===== config.mk =====
export PLATFORM = sky130hd
export DESIGN_NAME = multicycle_controller
export DESIGN_NICKNAME = d
export VERILOG_FILES = /design/src/rtl/mips_ctrl_pkg.sv /design/src/rtl/multicycle_controller_stall_timer.sv /design/src/rtl/multicycle_controller.sv
export SDC_FILE = /design/constraint.sdc
export NUM_CORES = 1
export LEC_CHECK = 0
export ABC_AREA = 1
export CAP_MARGIN = 20
export CORE_AREA = 2 2 66 68
export CTS_CLUSTER_SIZE = 14
export DETAILED_ROUTE_END_ITERATION = 6
export DIE_AREA = 0 0 68 70
export GPL_ROUTABILITY_DRIVEN = 1
export PLACE_DENSITY = 0.8
export SETUP_SLACK_MARGIN = 0.02
export SYNTH_ARGS = -nofsm -noshare
export SYNTH_HDL_FRONTEND = slang
export SYNTH_SLANG_ARGS = --single-unit

===== constraint.sdc =====
create_clock -name multicycle_controller_clk_in -period 2 [get_ports multicycle_controller_clk_in]
set_input_delay 0.4 -clock multicycle_controller_clk_in [delete_from_list [all_inputs] [get_ports multicycle_controller_clk_in]]
set_output_delay 0.4 -clock multicycle_controller_clk_in [all_outputs]
set_load 0.01 [all_outputs]

===== src/rtl/mips_ctrl_pkg.sv =====
// Shared definitions for the multicycle MIPS controller: state encoding,
// opcode/func constants and a small opcode classification helper.
package mips_ctrl_pkg;

  typedef enum logic [2:0] {
    ST_RESET   = 3'd0,
    ST_FETCH   = 3'd1,
    ST_DECODE  = 3'd2,
    ST_EXECUTE = 3'd3,
    ST_MEM     = 3'd4,
    ST_WB      = 3'd5,
    ST_HALT    = 3'd6,
    ST_FAULT   = 3'd7
  } state_t;

  localparam logic [5:0] OP_LW        = 6'b100011;
  localparam logic [5:0] OP_SW        = 6'b101011;
  localparam logic [5:0] OP_BEQ       = 6'b000100;
  localparam logic [5:0] OP_BNE       = 6'b000101;
  localparam logic [5:0] OP_J         = 6'b000010;
  localparam logic [5:0] OP_JAL       = 6'b000011;
  localparam logic [5:0] FUNC_SYSCALL = 6'b001100;

  // Conditional branches resolve in EXECUTE and return straight to FETCH.
  function automatic logic is_branch(input logic [5:0] opcode);
    return (opcode == OP_BEQ) || (opcode == OP_BNE);
  endfunction

  // Loads and stores need the MEM state.
  function automatic logic is_mem_access(input logic [5:0] opcode);
    return (opcode == OP_LW) || (opcode == OP_SW);
  endfunction

endpackage


===== src/rtl/multicycle_controller_stall_timer.sv =====
// Wait-state watchdog: counts consecutive not-ready cycles of a memory wait
// and flags when the last permitted cycle has been reached.
module multicycle_controller_stall_timer #(
  parameter int STALL_LIMIT = 16
) (
  input  logic clk,
  input  logic rst_n,
  input  logic clear,
  input  logic enable,
  output logic expired
);

  localparam logic [7:0] LAST_COUNT = 8'(STALL_LIMIT - 1);

  logic [7:0] count;

  // Clear wins over increment so every new state starts its wait at zero.
  always_ff @(posedge clk or negedge rst_n) begin
    if (!rst_n) begin
      count <= '0;
    end else if (clear) begin
      count <= '0;
    end else if (enable) begin
      count <= count + 8'd1;
    end
  end

  assign expired = (count == LAST_COUNT);

endmodule


===== src/rtl/multicycle_controller.sv =====
// Multicycle MIPS control FSM: FETCH/DECODE/EXECUTE/MEM/WB sequencing with
// memory-stall fault trap and SYSCALL halt trap. Only the state register and
// the stall counter are flops; every control output decodes combinationally
// from the state and the ready inputs.
// Optional build macro: MULTICYCLE_CONTROLLER_PERF_COUNTERS_EN enables the
// cycle and retired-instruction counters; otherwise those ports read 0.
module multicycle_controller
  import mips_ctrl_pkg::*;
#(
  parameter int STALL_LIMIT = 16
) (
  input  logic        multicycle_controller_clk_in,
  input  logic        multicycle_controller_rst_n_in,
  input  logic [5:0]  multicycle_controller_opcode_in,
  input  logic [5:0]  multicycle_controller_func_in,
  input  logic        multicycle_controller_r_type_in,
  input  logic        multicycle_controller_i_type_in,
  input  logic        multicycle_controller_j_type_in,
  input  logic        multicycle_controller_imem_ready_in,
  input  logic        multicycle_controller_dmem_ready_in,
  output logic        multicycle_controller_imem_req_out,
  output logic        multicycle_controller_dmem_req_out,
  output logic        multicycle_controller_dmem_we_out,
  output logic        multicycle_controller_ir_write_out,
  output logic        multicycle_controller_pc_write_out,
  output logic        multicycle_controller_alu_en_out,
  output logic        multicycle_controller_reg_write_out,
  output logic [2:0]  multicycle_controller_state_out,
  output logic        multicycle_controller_halt_out,
  output logic        multicycle_controller_fault_out,
  output logic [31:0] multicycle_controller_cycle_count_out,
  output logic [31:0] multicycle_controller_instret_count_out
);

  logic   clk;
  logic   rst_n;
  logic   [5:0] opcode;
  state_t state;
  state_t state_next;
  logic   stall_clear;
  logic   stall_enable;
  logic   stall_expired;
  logic   unused_inputs;

  assign clk    = multicycle_controller_clk_in;
  assign rst_n  = multicycle_controller_rst_n_in;
  assign opcode = multicycle_controller_opcode_in;

  // The I-type flag carries no information the opcode does not already give.
  assign unused_inputs = multicycle_controller_i_type_in;

  // Next-state selection and combinational control decode.
  always_comb begin
    state_next   = state;
    multicycle_controller_imem_req_out  = 1'b0;
    multicycle_controller_dmem_req_out  = 1'b0;
    multicycle_controller_dmem_we_out   = 1'b0;
    multicycle_controller_ir_write_out  = 1'b0;
    multicycle_controller_pc_write_out  = 1'b0;
    multicycle_controller_alu_en_out    = 1'b0;
    multicycle_controller_reg_write_out = 1'b0;
    multicycle_controller_halt_out      = 1'b0;
    multicycle_controller_fault_out     = 1'b0;
    stall_enable = 1'b0;
    unique case (state)
      ST_RESET: begin
        state_next = ST_FETCH;
      end
      ST_FETCH: begin
        multicycle_controller_imem_req_out = 1'b1;
        if (multicycle_controller_imem_ready_in) begin
          // Latch the instruction and advance PC by 4 in the same cycle.
          multicycle_controller_ir_write_out = 1'b1;
          multicycle_controller_pc_write_out = 1'b1;
          state_next = ST_DECODE;
        end else begin
          stall_enable = 1'b1;
          if (stall_expired) state_next = ST_FAULT;
        end
      end
      ST_DECODE: begin
        if (multicycle_controller_j_type_in) begin
          multicycle_controller_pc_write_out = 1'b1;
          state_next = ST_FETCH;
        end else if (multicycle_controller_r_type_in &&
                     (multicycle_controller_func_in == FUNC_SYSCALL)) begin
          state_next = ST_HALT;
        end else begin
          state_next = ST_EXECUTE;
        end
      end
      ST_EXECUTE: begin
        multicycle_controller_alu_en_out = 1'b1;
        if (is_mem_access(opcode)) begin
          state_next = ST_MEM;
        end else if (is_branch(opcode)) begin
          // The datapath qualifies this write with the compare result.
          multicycle_controller_pc_write_out = 1'b1;
          state_next = ST_FETCH;
        end else begin
          state_next = ST_WB;
        end
      end
      ST_MEM: begin
        multicycle_controller_dmem_req_out = 1'b1;
        multicycle_controller_dmem_we_out  = (opcode == OP_SW);
        if (multicycle_controller_dmem_ready_in) begin
          state_next = (opcode == OP_SW) ? ST_FETCH : ST_WB;
        end else begin
          stall_enable = 1'b1;
          if (stall_expired) state_next = ST_FAULT;
        end
      end
      ST_WB: begin
        multicycle_controller_reg_write_out = 1'b1;
        state_next = ST_FETCH;
      end
      ST_HALT: begin
        multicycle_controller_halt_out = 1'b1;
      end
      ST_FAULT: begin
        multicycle_controller_fault_out = 1'b1;
      end
      default: begin
        state_next = ST_RESET;
      end
    endcase
  end

  assign stall_clear = (state_next != state);

  // State register; asynchronous reset returns to RESET, dropping all requests.
  always_ff @(posedge clk or negedge rst_n) begin
    if (!rst_n) begin
      state <= ST_RESET;
    end else begin
      state <= state_next;
    end
  end

  assign multicycle_controller_state_out = state;

  multicycle_controller_stall_timer #(
    .STALL_LIMIT(STALL_LIMIT)
  ) u_stall_timer (
    .clk     (clk),
    .rst_n   (rst_n),
    .clear   (stall_clear),
    .enable  (stall_enable),
    .expired (stall_expired)
  );

`ifdef MULTICYCLE_CONTROLLER_PERF_COUNTERS_EN
  logic [31:0] cycle_count;
  logic [31:0] instret_count;
  logic        active;
  logic        retire;

  assign active = (state != ST_RESET) && (state != ST_HALT) && (state != ST_FAULT);
  // An instruction completes when control returns to FETCH from any
  // execution state; the RESET->FETCH entry and FETCH stalls do not count.
  assign retire = (state_next == ST_FETCH) &&
                  ((state == ST_DECODE) || (state == ST_EXECUTE) ||
                   (state == ST_MEM) || (state == ST_WB));

  // Free-running performance counters, wrapping at 2^32.
  always_ff @(posedge clk or negedge rst_n) begin
    if (!rst_n) begin
      cycle_count   <= '0;
      instret_count <= '0;
    end else begin
      if (active) cycle_count   <= cycle_count + 32'd1;
      if (retire) instret_count <= instret_count + 32'd1;
    end
  end

  assign multicycle_controller_cycle_count_out   = cycle_count;
  assign multicycle_controller_instret_count_out = instret_count;
`else
  assign multicycle_controller_cycle_count_out   = '0;
  assign multicycle_controller_instret_count_out = '0;
`endif

endmodule


==> results.md <==
- Startpoint class of the critical path: register
- CP Buf/Inv Count: 3
- End of the worst register-to-register path: u_stall_timer.count[6]
- Hold WC Path Type: input pin to async pin
- Mean area per synthesized cell: approximately 6.8 um2
- Ys Warns: 0
- Clock-pin slew on the worst setup and hold paths: roughly 50 ps
- Clk network pwr share: 0.400
- DRC: 0
- Total die area: approximately 0.0048 mm2
- Wire per inst: roughly 8 um
- Post-synth EDFFs: 0
- RR Startpoint: multicycle_controller_state_out[0]
- Pint: 400.7 uW
- All-layer global routing usage: 0.1043
- Hold Violations, Final: 0
- Slew Limit Fails: 0
- I/O pins: 95
- Worst setup path class: register to output pin
- LEAKAGE: around 0.97 nW
- Final nets: 280
- Initial core utilization: 0.3475
- Switch share: 0.2822
- Number of global-route vias before repair: approximately 1000
- Top cell family by delay on the critical path: buffers and inverters
- Register-to-register setup slack: 270 ps
- CTS tree: yes
- First-pass GRT wire length: a little under 4 mm
- Final GP Congestion: 0.7916
- Critical path origin: multicycle_controller_state_out[0]
- Pwr Density: approximately 330 mW/mm2
- Worst Tran Pin Value: approximately 500 ps
- Worst-path cell chain: inv_2 > buf_4 > nor2_1 > clkdlybuf4s50_1
- R2R depth: 12
- Min Clock Period, post-route: ~1900 ps
- Sequential Power Share: 0.399
- IO Port Bufs: 29
- Peak VDD IR: approximately 0.19 mV
- Unique masters post-synth: 23
- Fill cells: 447
- Most Used Layer, Global Route: met2
- Routed WL: about 2.5 mm
- Combinational Power Share: 0.200
- Netlist Area Pre-Place: 0.001440 mm2
- Initial antenna violation count: 0
- Crit path max fanout: 5
- Unrepaired setup endpoints after global routing: false
- GRT met1 Usage: 0.1280
- Crit. End Element: output pin
- Top_reg_cell synth: dfrtp_1
- Final Hold Slack: slightly below 500 ps
- Largest net degree at the start of global routing: 12
- Depth of the CTS H-tree: 1
- Slowest CP cell: clkdlybuf4s50_1
- Share of layout cells above drive strength 1: 0.1931
- Total clock buffers created by CTS: 3
- Synth Instances: between 200 and 250
- Worst EP arrival: 1490 ps
- Ant diodes: 0
- Congestion Overflow GR: 0
- Synthesized flop and latch total: 11
- Via count: 1209
- Async SR Flop Fraction: 1.000
- CP peak stage delay: 540 ps
- # setup viols final: 0
- Net Sw Power: 157.5 uW
- Max-cap violations: 0
- Crit path required time: 1600 ps
- Die width: roughly 70 um
- Max Fclk: roughly 530 MHz
- Worst-skew pair later-pin latency: ~240 ps
- Seq/Total Area, Yosys: 0.1911
- Tcrit/Tclk final: 0.9449
- CTS Sinks: 11
- Die height: roughly 70 um
- DRT iter0 DRCs: 34
- Clock root cell: clkbuf_8
- Multi-input combinational cell area: 810.8 um2
- Max Root-Sink Buffers: 2
- First-pass DRT Iterations: 4
- Number of core rows: 24
- Post-Route Setup TNS: 0 ps
- Slew HR: 0.6684
- Post-Route Skew: approximately 3.8 ps
- Met2 Use GR: 0.1769
- Via/cell ratio: just under 4
- GR Util met3: 0.01771
- P&R area growth vs syn: 18.68%
- Antenna Nets Post-Route: 0
- Final HPWL DP: ~2.1 mm
- Outcome: finished clean
- Register area: 279.0 um2
- Core area: around 0.0041 mm2
state kept, by name (all words and copies together), names as in the netlist:
name and cells:
u_stall_timer.count 8, multicycle_controller_state_out 3
what timing repair did:
item                       4_1_cts  5_1_grt
hold buffers                     0        0
cloned                           0        0
gates resized for setup         10        4
setup buffers                    1        2
setup endpoints to repair        9        4
worst reg2reg max path, stage by stage (launching register included):
cell and delay (ps):
dfrtp_2 440, buf_4 150, nor2_1 140, nand2_1 100, buf_4 150, inv_1 40
nand2_1 50, nand3_1 80, nor2_1 50, nor2_1 170, nor2_4 60, nand2_4 140
nor2_2 50
layout by cell type (no fill, tap or decap), types with 4 or more instances in the layout:
cell type,instances
conb_1,64
dlygate4sd2_1,5
buf_4,15
inv_1,25
nor2_1,19
nor2_2,9
dfrtp_1,8
xor2_1,4
nand2_2,6
nand3_1,10
o21ai_0,5
nand2_1,37
clkdlybuf4s50_1,22
through the flow:
stage / cell area (um2) / total power, mW / worst slack (ps) / std cells / utilization
finish: 1709 / 0.5582 / 110.3 / 311 / 0.4124
global route: 1709 / 0.5873 / 23.00 / 311 / 0.4124
CTS: 1693 / 0.5624 / 7.397 / 309 / 0.4085
detailed placement: 1642 / 0.3368 / -269.4 / 304 / 0.3961
global placement: 1642 / 0.3362 / -252.5 / 304 / 0.3961
floorplan: 1677 / 0.3830 / 357.9 / 275 / -
routing by layer:
metal,vias to the layer above,part of all wire
met5,-,0
met4,0,0.017
met3,4,0.14
met2,69,0.46
met1,529,0.38
li1,607,-
worst max path at each step:
stage / end / cells past startpoint
finish: multicycle_controller_fault_out / 4
global route: multicycle_controller_dmem_we_out / 6
CTS: multicycle_controller_pc_write_out / 6
detailed placement: multicycle_controller_pc_write_out / 6
global placement: multicycle_controller_pc_write_out / 6
floorplan: multicycle_controller_pc_write_out / 4
power groups by stage:
stage / clock, mW / combinational, mW / sequential [mW]
6_report: 0.223 / 0.112 / 0.223
3_3_place_gp: 0 / 0.110 / 0.227
5_1_grt: 0.238 / 0.126 / 0.223
2_1_floorplan: 0 / 0.156 / 0.227
3_5_place_dp: 0 / 0.110 / 0.227
4_1_cts: 0.229 / 0.111 / 0.223
cell usage after synthesis, types with 3 or more instances:
cell,count,area share
nand3_1,10,0.035
buf_4,64,0.33
nor2_2,9,0.039
nand2_1,38,0.099
inv_2,4,0.010
nor2_4,3,0.023
nand2_2,5,0.022
xor2_1,4,0.024
nand4_1,3,0.013
dfrtp_1,11,0.19
inv_1,25,0.065
o21ai_0,5,0.017
nand2_4,3,0.023
nor2_1,19,0.050
layout make-up:
type | count | share of cell area
sequential | 11 | 0.1633
timing repair buffer | 44 | 0.2306
clock buffer | 4 | 0.02635
multi-input combinational | 170 | 0.4744
tap | 52 | 0.03807
inverter | 30 | 0.06735
cell families after synthesis:
group,Yosys count,share of synthesized area
xor gates and xnor gates,4,0.02432
DFF,11,0.1911
other,1,0.002604
AOI/OAI and AO/OA,7,0.02867
buffers and inverters,94,0.4118
and+or+nand+nor,94,0.3328
adders and majority gates,1,0.008687
Note: power is estimated with default switching activity, not from simulation.
